[config.mk]
export PLATFORM = sky130hd
export DESIGN_NAME = rgb_pwm_capture8
export DESIGN_NICKNAME = d
export VERILOG_FILES = /design/src/rtl/rgb_pwm_capture8.sv
export SDC_FILE = /design/constraint.sdc
export NUM_CORES = 1
export LEC_CHECK = 0
export CAP_MARGIN = 20
export CORE_MARGIN = 2
export CORE_UTILIZATION = 62
export CTS_CLUSTER_SIZE = 8
export DETAILED_ROUTE_END_ITERATION = 12
export HOLD_SLACK_MARGIN = 0.1
export PLACE_DENSITY = 0.85
export SLEW_MARGIN = 20
export SYNTH_ARGS = -nofsm -noshare
export SYNTH_HDL_FRONTEND = slang
export SYNTH_SLANG_ARGS = --single-unit
[constraint.sdc]
create_clock -name clk -period 4.9 [get_ports clk]
set_input_delay 0.98 -clock clk [delete_from_list [all_inputs] [get_ports clk]]
set_output_delay 0.98 -clock clk [all_outputs]
set_load 0.01 [all_outputs]
[src/rtl/rgb_pwm_capture8.sv]
// Receive-side PWM decoder: recovers 8-bit duty values on three colour lines by
// counting active samples over a free-running 256-sample window.
module rgb_pwm_capture8 #(
    parameter int DIV         = 1,
    parameter int SYNC_STAGES = 2
) (
    input  logic       clk,
    input  logic       rst,
    input  logic       an,
    input  logic       r_i,
    input  logic       g_i,
    input  logic       b_i,
    output logic [7:0] rcolor_o,
    output logic [7:0] gcolor_o,
    output logic [7:0] bcolor_o,
    output logic       valid,
    output logic       locked,
    output logic       changed
);

    localparam int            PW    = (DIV > 1) ? $clog2(DIV) : 1;
    localparam logic [PW-1:0] PLAST = PW'(DIV - 1);

    logic [PW-1:0]                r_presc;
    logic                         w_tick;
    logic [SYNC_STAGES-1:0][2:0]  r_sync;
    logic [2:0]                   w_active;
    logic [7:0]                   r_winCnt;
    logic                         w_winEnd;
    logic [2:0][8:0]              r_acc;
    logic [2:0][8:0]              w_sum;
    logic [2:0][7:0]              w_color;
    logic [2:0][7:0]              r_color;
    logic                         w_diff;
    logic                         r_seen;
    logic                         r_valid;
    logic                         r_changed;
    logic                         r_locked;

    // Channel index 2 = red, 1 = green, 0 = blue throughout.
    assign w_tick   = (r_presc == PLAST);
    assign w_active = r_sync[SYNC_STAGES-1] ^ {3{an}};
    assign w_winEnd = w_tick && (r_winCnt == 8'hFF);
    assign w_diff   = (w_color != r_color);

    always_ff @(posedge clk or posedge rst) begin
        if (rst) begin
            r_presc <= '0;
            r_sync  <= '0;
        end else begin
            r_presc <= w_tick ? '0 : r_presc + PW'(1);
            r_sync  <= {r_sync[SYNC_STAGES-2:0], {r_i, g_i, b_i}};
        end
    end

    // A full window of 256 high samples saturates to 255 so constant-high reads as full scale.
    always_comb begin
        w_sum   = '0;
        w_color = '0;
        for (int ch = 0; ch < 3; ch++) begin
            w_sum[ch]   = r_acc[ch] + {8'd0, w_active[ch]};
            w_color[ch] = w_sum[ch][8] ? 8'hFF : w_sum[ch][7:0];
        end
    end

    always_ff @(posedge clk or posedge rst) begin
        if (rst) begin
            r_winCnt <= '0;
            r_acc    <= '0;
        end else if (w_tick) begin
            r_winCnt <= r_winCnt + 8'd1;
            r_acc    <= w_winEnd ? '0 : w_sum;
        end
    end

    always_ff @(posedge clk or posedge rst) begin
        if (rst) begin
            r_color   <= '0;
            r_valid   <= 1'b0;
            r_changed <= 1'b0;
            r_locked  <= 1'b0;
            r_seen    <= 1'b0;
        end else begin
            r_valid   <= w_winEnd;
            r_changed <= w_winEnd && r_seen && w_diff;
            if (w_winEnd) begin
                r_color <= w_color;
                r_seen  <= 1'b1;
                // The very first window has nothing to compare against, so lock needs a predecessor.
                if (r_seen) begin
                    r_locked <= !w_diff;
                end
            end
        end
    end

    assign rcolor_o = r_color[2];
    assign gcolor_o = r_color[1];
    assign bcolor_o = r_color[0];
    assign valid    = r_valid;
    assign changed  = r_changed;
    assign locked   = r_locked;

endmodule

# After elaboration in Yosys (flattened, before gate mapping)
# Index checks and enable logic that the tools add are counted.
dict set report op_classes {
  div 0
  n_bitwise 2
  mul 0
  eq_ne 2
  reduce_logical 5
  addsub 5
  order_cmp 0
  mux 5
  shift 0
}
# cell n
set op_table {}
lappend op_table {{$add 9x1->9} 3}
lappend op_table {{$mux 27} 1}
lappend op_table {{$mux 8} 3}
lappend op_table {{$ne 24x24->1} 1}
lappend op_table {{$add 8x1->8 const B} 1}
lappend op_table {{$eq 8x8->1 const B} 1}
lappend op_table {{$logic_and 1x1->1} 3}
lappend op_table {{$xor 3x3->3} 1}
lappend op_table {{$reduce_and 2->1} 1}
lappend op_table {{$add 1x1->1 const B} 1}
lappend op_table {{$logic_not 1->1} 1}
lappend op_table {{$mux 1} 1}
lappend op_table {{$not 1->1} 1}
dict set report word_totals {
  ff_bits 70
  latchBits 0
  ram_bits 0
  wordCells 33
  romBits 0
  out_inout_bits 27
  mem_count 0
}

# Logic depth before layout (Yosys ltp)
dict set report logic_depth {
  depth_word 5
  mapped_depth 11
}

# Least setup slack after synthesis
# Ideal clock, no wire load.
dict set report synth_timing {
  kind {input-to-reg}
  startpoint {in an}
  endpoint {reg r_changed, in the netlist changed}
  path_slack_ps 1566
  t_required_ps 4764
  path_stages 11
  path_buffers 1
  arrival_time_ps 3198
  cell_sequence {xor2_1 > ha_1 > ha_1 > nand4_4 > or3_1 > and2_1 > buf_2 > a221oi_1 > o211ai_1 > a2111oi_4 > a31oi_1}
}
dict set report synth_between {
  elab_chain_cells 5
  elab_cells_between_ends 9
  classes_between {3 x add/sub; 1 x eq/ne; 3 x mux; 1 x bitwise; 1 x reduce/logical}
}
# item line
set synth_lines {}
lappend synth_lines {{start: declaration} 9} ;# input logic an,
lappend synth_lines {{$xor 3x3->3 (*)} 42} ;# assign w_active = r_sync[SYNC_STAGES-1] ^ {3{an}};
lappend synth_lines {{$add 9x1->9} 61} ;# w_sum[ch] = r_acc[ch] + {8'd0, w_active[ch]};
lappend synth_lines {{$mux 8} 62} ;# w_color[ch] = w_sum[ch][8] ? 8'hFF : w_sum[ch][7:0];
lappend synth_lines {{$ne 24x24->1 (*)} 44} ;# assign w_diff = (w_color != r_color);
lappend synth_lines {{$logic_and 1x1->1 (*)} 85} ;# r_changed <= w_winEnd && r_seen && w_diff;
lappend synth_lines {{end signal: assignment} 85}
lappend synth_lines {{end: declaration} 37} ;# logic r_changed;
# Every way passes the cells marked *; elsewhere a longest branch is shown, timed or not.
# A chain may end at the register's enable or synchronous reset.

# Worst setup path after layout
dict set report layout_timing {
  startpoint {in an}
  endpoint {reg r_locked, in the netlist locked}
}
dict set report layout_between {
  elab_chain_cells 5
  elab_cells_between_ends 9
  classes_between {3 x add/sub; 1 x eq/ne; 3 x mux; 1 x bitwise; 1 x reduce/logical}
}
# item line
set layout_lines {}
lappend layout_lines {{$xor 3x3->3 (*)} 42}
lappend layout_lines {{$add 9x1->9} 61}
lappend layout_lines {{$mux 8} 62}
lappend layout_lines {{$ne 24x24->1 (*)} 44}
lappend layout_lines {{$logic_not 1->1 (*)} 91} ;# r_locked <= !w_diff;
lappend layout_lines {{end signal: assignment} 91}
lappend layout_lines {{end: declaration} 38} ;# logic r_locked;
# Marks and branches as above.

==> results.cfg <==
[placement]
dpl.hpwl_um = 5950
gp_congestion = 0.924
port_buffers = 32
place_ws_ns = 0.669

[synth]
synth_area_um2 = 3860
synth_fp_nets = 431
ys_seq_area_frac = 0.447
synth_area_leaders = dfrtp_1 45%, nor2_1 5.3%, xnor2_1 4.5%
syn_inst = 418
synth_edf_count = 0
synth_top_area_share = 0.447
yosys_warnings = 0
yosys_most_used_dff = dfrtp_1
ys_async_sr_fraction = 1.00
ys_ff_latch = 69
syn_area_per_cell_um2 = 9.25
synth_top_cell_by_area = dfrtp_1
synthDistinctLibCells = 64

[layout]
layout.area.seq_um2 = 1730
fillers = 452
num_antenna_cells = 0
layout-drive-gt1-share = 0.0628
syn2layout_area_growth_pct = 13.0
nets = 454
multiInputGateArea_um2 = 1980
fin_util = 0.733

[clock_network]
cts-buffers-inserted = 9
numClockSinks = 69
clock_latency_ns = 0.35
root_buffer = clkbuf_8
cts_setup_buffers = 0
clk_pin_slew_ns = 0.08
cts_tree = yes
cts_max_path_buffers = 2
postCtsHoldBufs = 0
cts_resized = 0
cts.htree.levels = 3

[min_path]
min_path_type = reg2reg
worstHoldPathCells = 0

[setup_path]
crit_path_frequent_cell = ha_1
crit_required_ns = 5.19
critPathMaxStageDelay_ns = 0.57
critPathKind = in2reg
cp-end-kind = flop
crit_slowest_cell = clkdlybuf4s50_1
r2r_cells = 10
start_kind = input port
path_max_fanout = 8
crit_chain = clkdlybuf4s50_1 -> xor2_1 -> ha_1 -> ha_1 -> nand3_2 -> o31a_1 -> nor2_1 -> a31oi_1 -> a211oi_1 -> nor4bb_1 -> a22o_1
cp.arrival_ns = 4.22

[sta]
rsz0062_at_grt = false
period_share = 0.801
worst_slew_pin_slew_ns = 0.882
report.final.slew_viol_count = 0
fin_hold_ws_ns = 0.359
hold_viol_final = 0
skew_ns = 0.0105
slew_headroom = 0.411
fin_setup_tns_ns = 0
fmax_mhz = 255
setup-violations-final = 0
worst_slack_ns = 0.974
period_needed_ns = 3.93

[floorplanning]
rows = 28
ioPinCount = 33
core_um2 = 5960
die_x_um = 83.0
die-area_um2 = 6880
start_util = 0.649
die_y_um = 83.0

[grt]
grt_pass1_wl_um = 14200
grt_antenna_before_repair = 0
grt_start_max_net_pins = 43
grt_pass1_vias = 2966
overflow = 0
grt_use_total = 0.253

[power_and_ir_drop]
p_per_area_nw_per_um2 = 409
ir_drop_uv = 240
p_leak_nw = 1.80

[route]
ant_nets = 0
dr.pass1.iters = 5
drc = 0
routed_wirelength_um = 8380
via_count = 3219
wl_per_cell_um = 16.1
via_per_inst = 6.18
drt_iter0_markers = 233

[flow_run]
cap_violations = 0

[outcome]
outcome = completed
## worst max-delay path: cells and delay by family
kind | cells | cell delay, ns
buffers and inverters | 1 | 0.57
adder cells (fa/ha/maj) | 2 | 0.52
AND/OR/NAND/NOR | 3 | 0.95
XOR/XNOR | 1 | 0.17
AO/OA/AOI/OAI | 4 | 1.03
## cell families (layout without fill, tap and decap cells)
kind of cell | after synthesis | count (layout) | share of synthesized area
AO/OA/AOI/OAI | 98 | 98 | 0.177
flip-flops | 69 | 69 | 0.447
multiplexers | 3 | 3 | 0.00842
AND/OR/NAND/NOR | 167 | 167 | 0.218
buffers and inverters | 36 | 64 | 0.0405
adder cells (fa/ha/maj) | 8 | 8 | 0.0252
XOR/XNOR | 37 | 37 | 0.0838
## synth_stat cells (3+ instances only)
| library cell | count |
|---|---|
| a21oi_1 | 9 |
| a22o_1 | 3 |
| a311oi_1 | 3 |
| a31oi_1 | 18 |
| and2_1 | 7 |
| and3_1 | 5 |
| buf_2 | 5 |
| buf_4 | 4 |
| clkbuf_1 | 12 |
| dfrtp_1 | 69 |
| ha_1 | 7 |
| inv_1 | 13 |
| nand2_1 | 38 |
| nand2b_1 | 3 |
| nand3_1 | 15 |
| nand4_1 | 5 |
| nand4b_1 | 3 |
| nor2_1 | 55 |
| nor3_1 | 13 |
| nor4_1 | 4 |
| o211ai_1 | 5 |
| o21a_1 | 6 |
| o21ai_0 | 26 |
| o31a_1 | 3 |
| or3_1 | 5 |
| xnor2_1 | 20 |
| xor2_1 | 17 |
## metrics by stage
| stage | area (um^2) | std cells | total power [mW] |
|---|---|---|---|
| after global placement | 4190 | 505 | 1.34 |
| after floorplan | 3860 | 418 | 1.25 |
| after detailed placement | 4190 | 505 | 1.36 |
| final | 4370 | 521 | 1.79 |
| after global routing | 4370 | 521 | 1.91 |
| after CTS | 4370 | 521 | 1.79 |
## layout by cell type, fill, tap and decap left out, types with 2 or more instances in the layout
master           synthesis  layout
nor3_1                  13      13
a221oi_1                 2       2
nand2_1                 38      38
o21ai_0                 26      26
nand2b_1                 3       3
clkbuf_8                 0      10
o31a_1                   3       3
ha_1                     7       7
nor4bb_1                 2       2
buf_4                    4       2
nand4_1                  5       5
a21oi_1                  9       9
a311oi_1                 3       3
or3_1                    5       5
clkdlybuf4s50_1          0      32
nand4b_1                 3       3
a31oi_1                 18      18
a311o_1                  2       2
o22ai_1                  2       2
and2_1                   7       7
nand3_1                 15      15
dfrtp_1                 69      69
clkinv_2                 0       2
nor2_1                  55      55
o211ai_1                 5       5
and3_1                   5       5
xor2_1                  17      17
o21a_1                   6       6
xnor2_1                 20      20
inv_1                   13      12
nand4_4                  2       2
o31ai_1                  2       2
a21o_1                   2       2
nand3_2                  2       2
nor4_1                   4       4
a22o_1                   3       3
## power by group
group / internal, mW / switching, mW
sequential: 0.658 / 0.143
clock: 0.198 / 0.225
combinational: 0.239 / 0.325
total: 1.09 / 0.693
## metal layers
metal  track usage  part of all wire
met5             0                 0
met4        0.0984             0.018
met3        0.0408             0.058
met2         0.400              0.48
met1         0.352              0.45
## sequential cells by signal, summed over array words and instances (netlist names)
name / cells
r_sync: 6
locked: 1
changed: 1
r_winCnt: 8
r_seen: 1
bcolor_o: 8
valid: 1
rcolor_o: 8
r_acc: 27
gcolor_o: 8
## final timing paths
check	slack, ns	start	endpoint
setup / recovery	0.97	an	locked
hold / removal	0.36	r_sync[1]	r_sync[4]
setup reg to reg	1.83	r_sync[3]	locked
hold reg to reg	0.36	r_sync[1]	r_sync[4]
max in group asynchronous	2.87	rst	gcolor_o[2]
min in group asynchronous	1.13	rst	bcolor_o[7]
## layout make-up
class                      count  share of cell area
multi-input combinational    313               0.454
sequential                    69               0.395
tap                           75              0.0215
timing repair buffer          34              0.0768
clock inverter                 5             0.00802
inverter                      14              0.0120
clock buffer                  11              0.0324
(Power assumes the default switching activity.)
